===== src/rtl/clock_tap_selector.sv =====
// Divided clock taps from a free-running prescaler, plus a glitch-free select for the 4:1 tap mux.
// A select change takes effect only on an edge where both the outgoing and the incoming taps are low.
module clock_tap_selector #(
  parameter int         CW          = 24,
  parameter int         TAP0        = 20,
  parameter int         TAP1        = 21,
  parameter int         TAP2        = 22,
  parameter int         TAP3        = 23,
  parameter logic [1:0] DEFAULT_SEL = 2'd0
) (
  input  logic       clk,
  input  logic       reset,
  input  logic [1:0] selectRequest,
  input  logic       selectLoad,
  output logic       zero,
  output logic       one,
  output logic       two,
  output logic       three,
  output logic [1:0] clockSelect,
  output logic       busy,
  output logic       switchDone
);

  typedef enum logic [1:0] {
    IDLE     = 2'd0,
    WAIT_LOW = 2'd1,
    SETTLE   = 2'd2
  } state_t;

  state_t          state_q, state_d;
  logic [CW-1:0]   cnt_q, cnt_d;
  logic [1:0]      sel_q, sel_d;
  logic [1:0]      req_q, req_d;
  logic [3:0]      taps;
  logic            cur_tap;
  logic            req_tap;

  // Taps are plain flop bits of the prescaler, so they carry no input-to-output path.
  always_comb begin
    taps    = {cnt_q[TAP3], cnt_q[TAP2], cnt_q[TAP1], cnt_q[TAP0]};
    cur_tap = taps[sel_q];
    req_tap = taps[req_q];
  end

  always_comb begin
    cnt_d   = cnt_q + {{(CW-1){1'b0}}, 1'b1};
    state_d = state_q;
    sel_d   = sel_q;
    req_d   = req_q;
    case (state_q)
      IDLE: begin
        if (selectLoad && (selectRequest != sel_q)) begin
          req_d   = selectRequest;
          state_d = WAIT_LOW;
        end
      end
      WAIT_LOW: begin
        // Both taps low means the mux output is low before and after the swap.
        if (!cur_tap && !req_tap) begin
          sel_d   = req_q;
          state_d = SETTLE;
        end
      end
      SETTLE: begin
        state_d = IDLE;
      end
      default: begin
        state_d = IDLE;
      end
    endcase
  end

  always_ff @(posedge clk) begin
    if (reset) begin
      cnt_q   <= '0;
      state_q <= IDLE;
      sel_q   <= DEFAULT_SEL;
      req_q   <= 2'd0;
    end else begin
      cnt_q   <= cnt_d;
      state_q <= state_d;
      sel_q   <= sel_d;
      req_q   <= req_d;
    end
  end

  always_comb begin
    zero        = taps[0];
    one         = taps[1];
    two         = taps[2];
    three       = taps[3];
    clockSelect = sel_q;
    busy        = (state_q != IDLE);
    switchDone  = (state_q == SETTLE);
  end

endmodule


===== config.mk =====
export PLATFORM = sky130hd
export DESIGN_NAME = clock_tap_selector
export DESIGN_NICKNAME = d
export VERILOG_FILES = /design/src/rtl/clock_tap_selector.sv
export SDC_FILE = /design/constraint.sdc
export NUM_CORES = 1
export LEC_CHECK = 0
export CELL_PAD_IN_SITES_DETAIL_PLACEMENT = 0
export CELL_PAD_IN_SITES_GLOBAL_PLACEMENT = 1
export CORE_ASPECT_RATIO = 1.5
export CORE_MARGIN = 2
export CORE_UTILIZATION = 50
export DETAILED_ROUTE_END_ITERATION = 10
export DONT_BUFFER_PORTS = 1
export PLACE_DENSITY = 0.83
export SYNTH_ARGS = -nofsm -noshare
export SYNTH_HDL_FRONTEND = slang
export SYNTH_SLANG_ARGS = --single-unit

===== constraint.sdc =====
create_clock -name clk -period 4.9 [get_ports clk]
set_input_delay 0.98 -clock clk [delete_from_list [all_inputs] [get_ports clk]]
set_output_delay 0.98 -clock clk [all_outputs]
set_load 0.02 [all_outputs]

After elaboration in Yosys (flattened, before gate mapping)
Cells that the tools add are included.
Widths: inputs -> output; s select.
{"block": "totals", "regBits": 30, "in_bits": 5, "output_inout_bits": 8, "wordCells": 28}
{"block": "classes", "addsub": 1, "magnitude_cmp": 2, "eq_ne": 5, "n_mux": 7, "n_reduce_logical": 9}
{"operator": "$add 24x1->24 const B", "n": 1}
{"operator": "$lt 2x3->1 const B", "n": 2}
{"operator": "$reduce_and 2->1", "n": 3}
{"operator": "$bmux 1 s2", "n": 2}
{"operator": "$mux 2", "n": 2}
{"operator": "$ne 2x2->1 const B", "n": 2}
{"operator": "$pmux 2 s2", "n": 1}
{"operator": "$eq 2x1->1 const B", "n": 1}
{"operator": "$eq 2x2->1 const B", "n": 1}
{"operator": "$logic_and 1x1->1", "n": 2}
{"operator": "$logic_not 1->1", "n": 2}
{"operator": "$logic_not 2->1", "n": 1}
{"operator": "$mux 1", "n": 2}
{"operator": "$ne 2x2->1", "n": 1}
{"operator": "$reduce_bool 2->1", "n": 1}

Longest topological paths before layout
{"block": "depth", "ltp_word": 6, "ltp_mapped": 6, "ltp_nobuf": 5}

Worst setup path before layout
OpenSTA, ideal clock, no wires.
{"block": "synth_timing", "path_kind": "reg-to-reg", "start": "register cnt_q[0]", "end": "register cnt_q[22]", "setup_ns": 0.070, "arrival_ns": 1.899, "t_required_ns": 4.830, "slack_ns": 2.931, "stages_incl_launch_ff": 7, "path_buffers": 1, "synth_period_minus_slack_ns": 1.969, "path_cell_list": "dfxtp_1 -> ha_1 -> nand3_1 -> or4_4 -> buf_6 -> or4_1 -> a21oi_1"}
{"block": "synth_between", "elab_chain_len": 1}
{"element": "start, declared", "line_no": "31", "text": "logic [CW-1:0] cnt_q, cnt_d;"}
{"element": "start signal, assigned", "line_no": "80", "text": "cnt_q <= cnt_d;"}
{"element": "$add 24x1->24", "line_no": "46", "text": "cnt_d = cnt_q + {{(CW-1){1'b0}}, 1'b1};"}
No other way between the ends.
A chain may end at the register's enable or synchronous reset.

Final worst setup path
{"block": "layout_timing", "start": "register cnt_q[4]", "end": "register cnt_q[23]"}
The elaborated chain is that of the path after synthesis.

==> results.json <==
{
  "synth_area_leader_cell": "dfxtp_1",
  "drt-pass1-iter-count": 4,
  "start_kind": "register",
  "synth_nets": 154,
  "place.gp.congestion": 0.795,
  "cts.sinks": 30,
  "cts_resized": 0,
  "cp.arrival_ns": 2.22,
  "viasPerCell": 5.58,
  "irDropWorstVdd_mv": 0.250,
  "fin_nets": 155,
  "end_kind": "register",
  "clk_latency_ns": 0.28,
  "setup_tns_ns": 0,
  "cts_buffers": 5,
  "grt_overflow": 0,
  "grt_pass1_vias": 934,
  "coreArea_um2": 2620,
  "dieArea_um2": 3160,
  "worstMarginPinSlew_ns": 0.533,
  "initial_core_util_pct": 51.9,
  "path_clk_slew_ns": 0.07,
  "critPathLaunch": "cnt_q[4]",
  "die_h_um": 67.8,
  "crit_type": "register to register",
  "finalSetupViolations": 0,
  "antenna_found_initial": 0,
  "synthesis.area_um2": 1360,
  "dp_slack_ns": 2.84,
  "synthArstFlopShare_pct": 0,
  "synthFlopType": "dfxtp_1",
  "cts-root-buf": "clkbuf_8",
  "ys_seq_elements": 30,
  "reg2reg_slack_ns": 2.85,
  "holdBufCountCts": 0,
  "avgSynthCellArea_um2": 9.18,
  "antennaDiodeCount": 0,
  "post_cts_buffers": 0,
  "rows": 23,
  "synthTopCellsByArea": "dfxtp_1, xnor2_1, nor2_1, a21oi_1, or4_1",
  "grt_max_degree": 32,
  "r2r_start": "cnt_q[4]",
  "final_cells": 187,
  "io-pin-count": 13,
  "rsz0062_at_grt": "false",
  "die_w_um": 46.6,
  "cts_max_level": 2,
  "finalHoldViolCount": 0,
  "slew_violations": 0,
  "finalPower_mw": 0.509,
  "cts_tree": "yes",
  "crit_required_ns": 5.08,
  "vias": 1043,
  "drc": 0,
  "min_period_over_period_pct": 41.8,
  "powerDensity_nw_per_um2": 346,
  "timing.fmax_mhz": 489,
  "synth_edf_count": 0,
  "gr-usage-all-layers_pct": 17.5,
  "detail-route-antenna-nets": 0,
  "hp-class": "register to register",
  "synth_seq_area_share_pct": 44.2,
  "drv_cap": 0,
  "crit_fanout": 11,
  "finClkSkew_ns": 0.00683,
  "synth_top_area_share_pct": 44.2,
  "place_inst": 179,
  "ys_types": 31,
  "syn_inst": 148,
  "outcome": "complete, no violations",
  "grt_pass1_wl_mm": 3.77,
  "drive_gt1_share_pct": 10.7,
  "syn_to_final_growth_pct": 8.38,
  "numPortBuffers": 0,
  "synth_warnings": 0,
  "slew_headroom_pct": 64.4,
  "drt_wl_total_mm": 2.35,
  "routedWlPerCell_um": 12.6,
  "drtIter0Drc": 20,
  "post-route-min-period_ns": 2.05,
  "dp_hpwl_mm": 1.61,
  "worstHoldStart": "cnt_q[0]",
  "p_leak_nw": 0.472,
  "cts_max_path_buffers": 2,
  "worst_slack_ns": 2.85
}
==> cell usage in the layout (no fill, tap or decap), types with 4 or more instances in the layout <==
master and instances:
a21oi_1 12, or4_1 8, clkbuf_8 5, nand3_1 7
inv_1 6, nor2_1 18, nand2_1 6, nor2b_1 5
o21ai_0 5, o31ai_1 7, xor2_1 4, xnor2_1 8
mux2i_1 4, dfxtp_1 30
==> flip-flops by register name, summed over array words and instances (netlist names) <==
| register | count |
|---|---|
| req_q | 2 |
| state_q | 2 |
| cnt_q | 24 |
| clockSelect | 2 |
==> path summary, 6_finish.rpt <==
check / end / cells past startpoint
setup / recovery: cnt_q[23] / 4
hold reg to reg: cnt_q[0] / 1
setup reg to reg: cnt_q[23] / 4
hold / removal: cnt_q[0] / 1
==> synthesized netlist by cell type (2+ instances only) <==
| cell | instances |
|---|---|
| xnor2_1 | 8 |
| o31ai_1 | 7 |
| dfxtp_1 | 30 |
| a21oi_1 | 12 |
| or4_1 | 8 |
| o21ai_0 | 5 |
| nor4_1 | 2 |
| clkbuf_1 | 3 |
| xor2_1 | 4 |
| nor2_1 | 18 |
| or3_1 | 2 |
| nor2b_1 | 5 |
| nand2_1 | 6 |
| inv_1 | 6 |
| mux4_2 | 2 |
| nand3_1 | 7 |
| nor3_1 | 3 |
| nand4_1 | 3 |
| mux2i_1 | 4 |
| or3_2 | 2 |
==> worst max-delay path, cell delays in order (launching register included) <==
cell	delay, ns
dfxtp_1	0.41
nand3_2	0.17
or4_1	0.72
nor4_1	0.28
mux2_2	0.37
==> routing by layer <==
metal  global-route usage, %  up-vias  routed length, um
met5                       0        -                  0
met4                    13.9        0                 80
li1                        -      532                  -
met1                    17.8      488                985
met2                    27.6       14               1190
met3                    6.60        9                 95
==> stage by stage <==
stage / util (%) / cell area (um2) / hold slack, ns
2_1_floorplan: - / 1360 / 0.430
3_3_place_gp: 52.1 / 1360 / 0.441
3_5_place_dp: 52.1 / 1360 / 0.454
4_1_cts: 56.2 / 1470 / 0.468
5_1_grt: 56.2 / 1470 / 0.480
6_report: 56.2 / 1470 / 0.470
==> power by group <==
group          switching, mW  internal (mW)  total (mW)
clock network         0.0935          0.149       0.243
logic                0.00648        0.00678      0.0133
registers            0.00447          0.248       0.253
total                  0.104          0.405       0.509
==> area by class of cell <==
class                   instances  area (um2)
well taps                      37        46.3
flip-flops and latches         30         601
clock buffers                   5        68.8
clock inverters                 3        40.0
inverters                       6        22.5
fillers                       241        1150
multi-input cells             106         694
==> logic make-up (layout without fill, tap and decap cells) <==
kind of cell    Yosys count  count (layout)  share of synthesized area, %
buf+inv                  12              14                          4.70
flops                    30              30                          44.2
mux                       7               7                          7.09
compound gates           25              25                          10.7
simple gates             61              61                          24.7
xor+xnor                 12              12                          7.73
fa+ha+maj                 1               1                         0.921
Power figures use the tool's default switching activity.
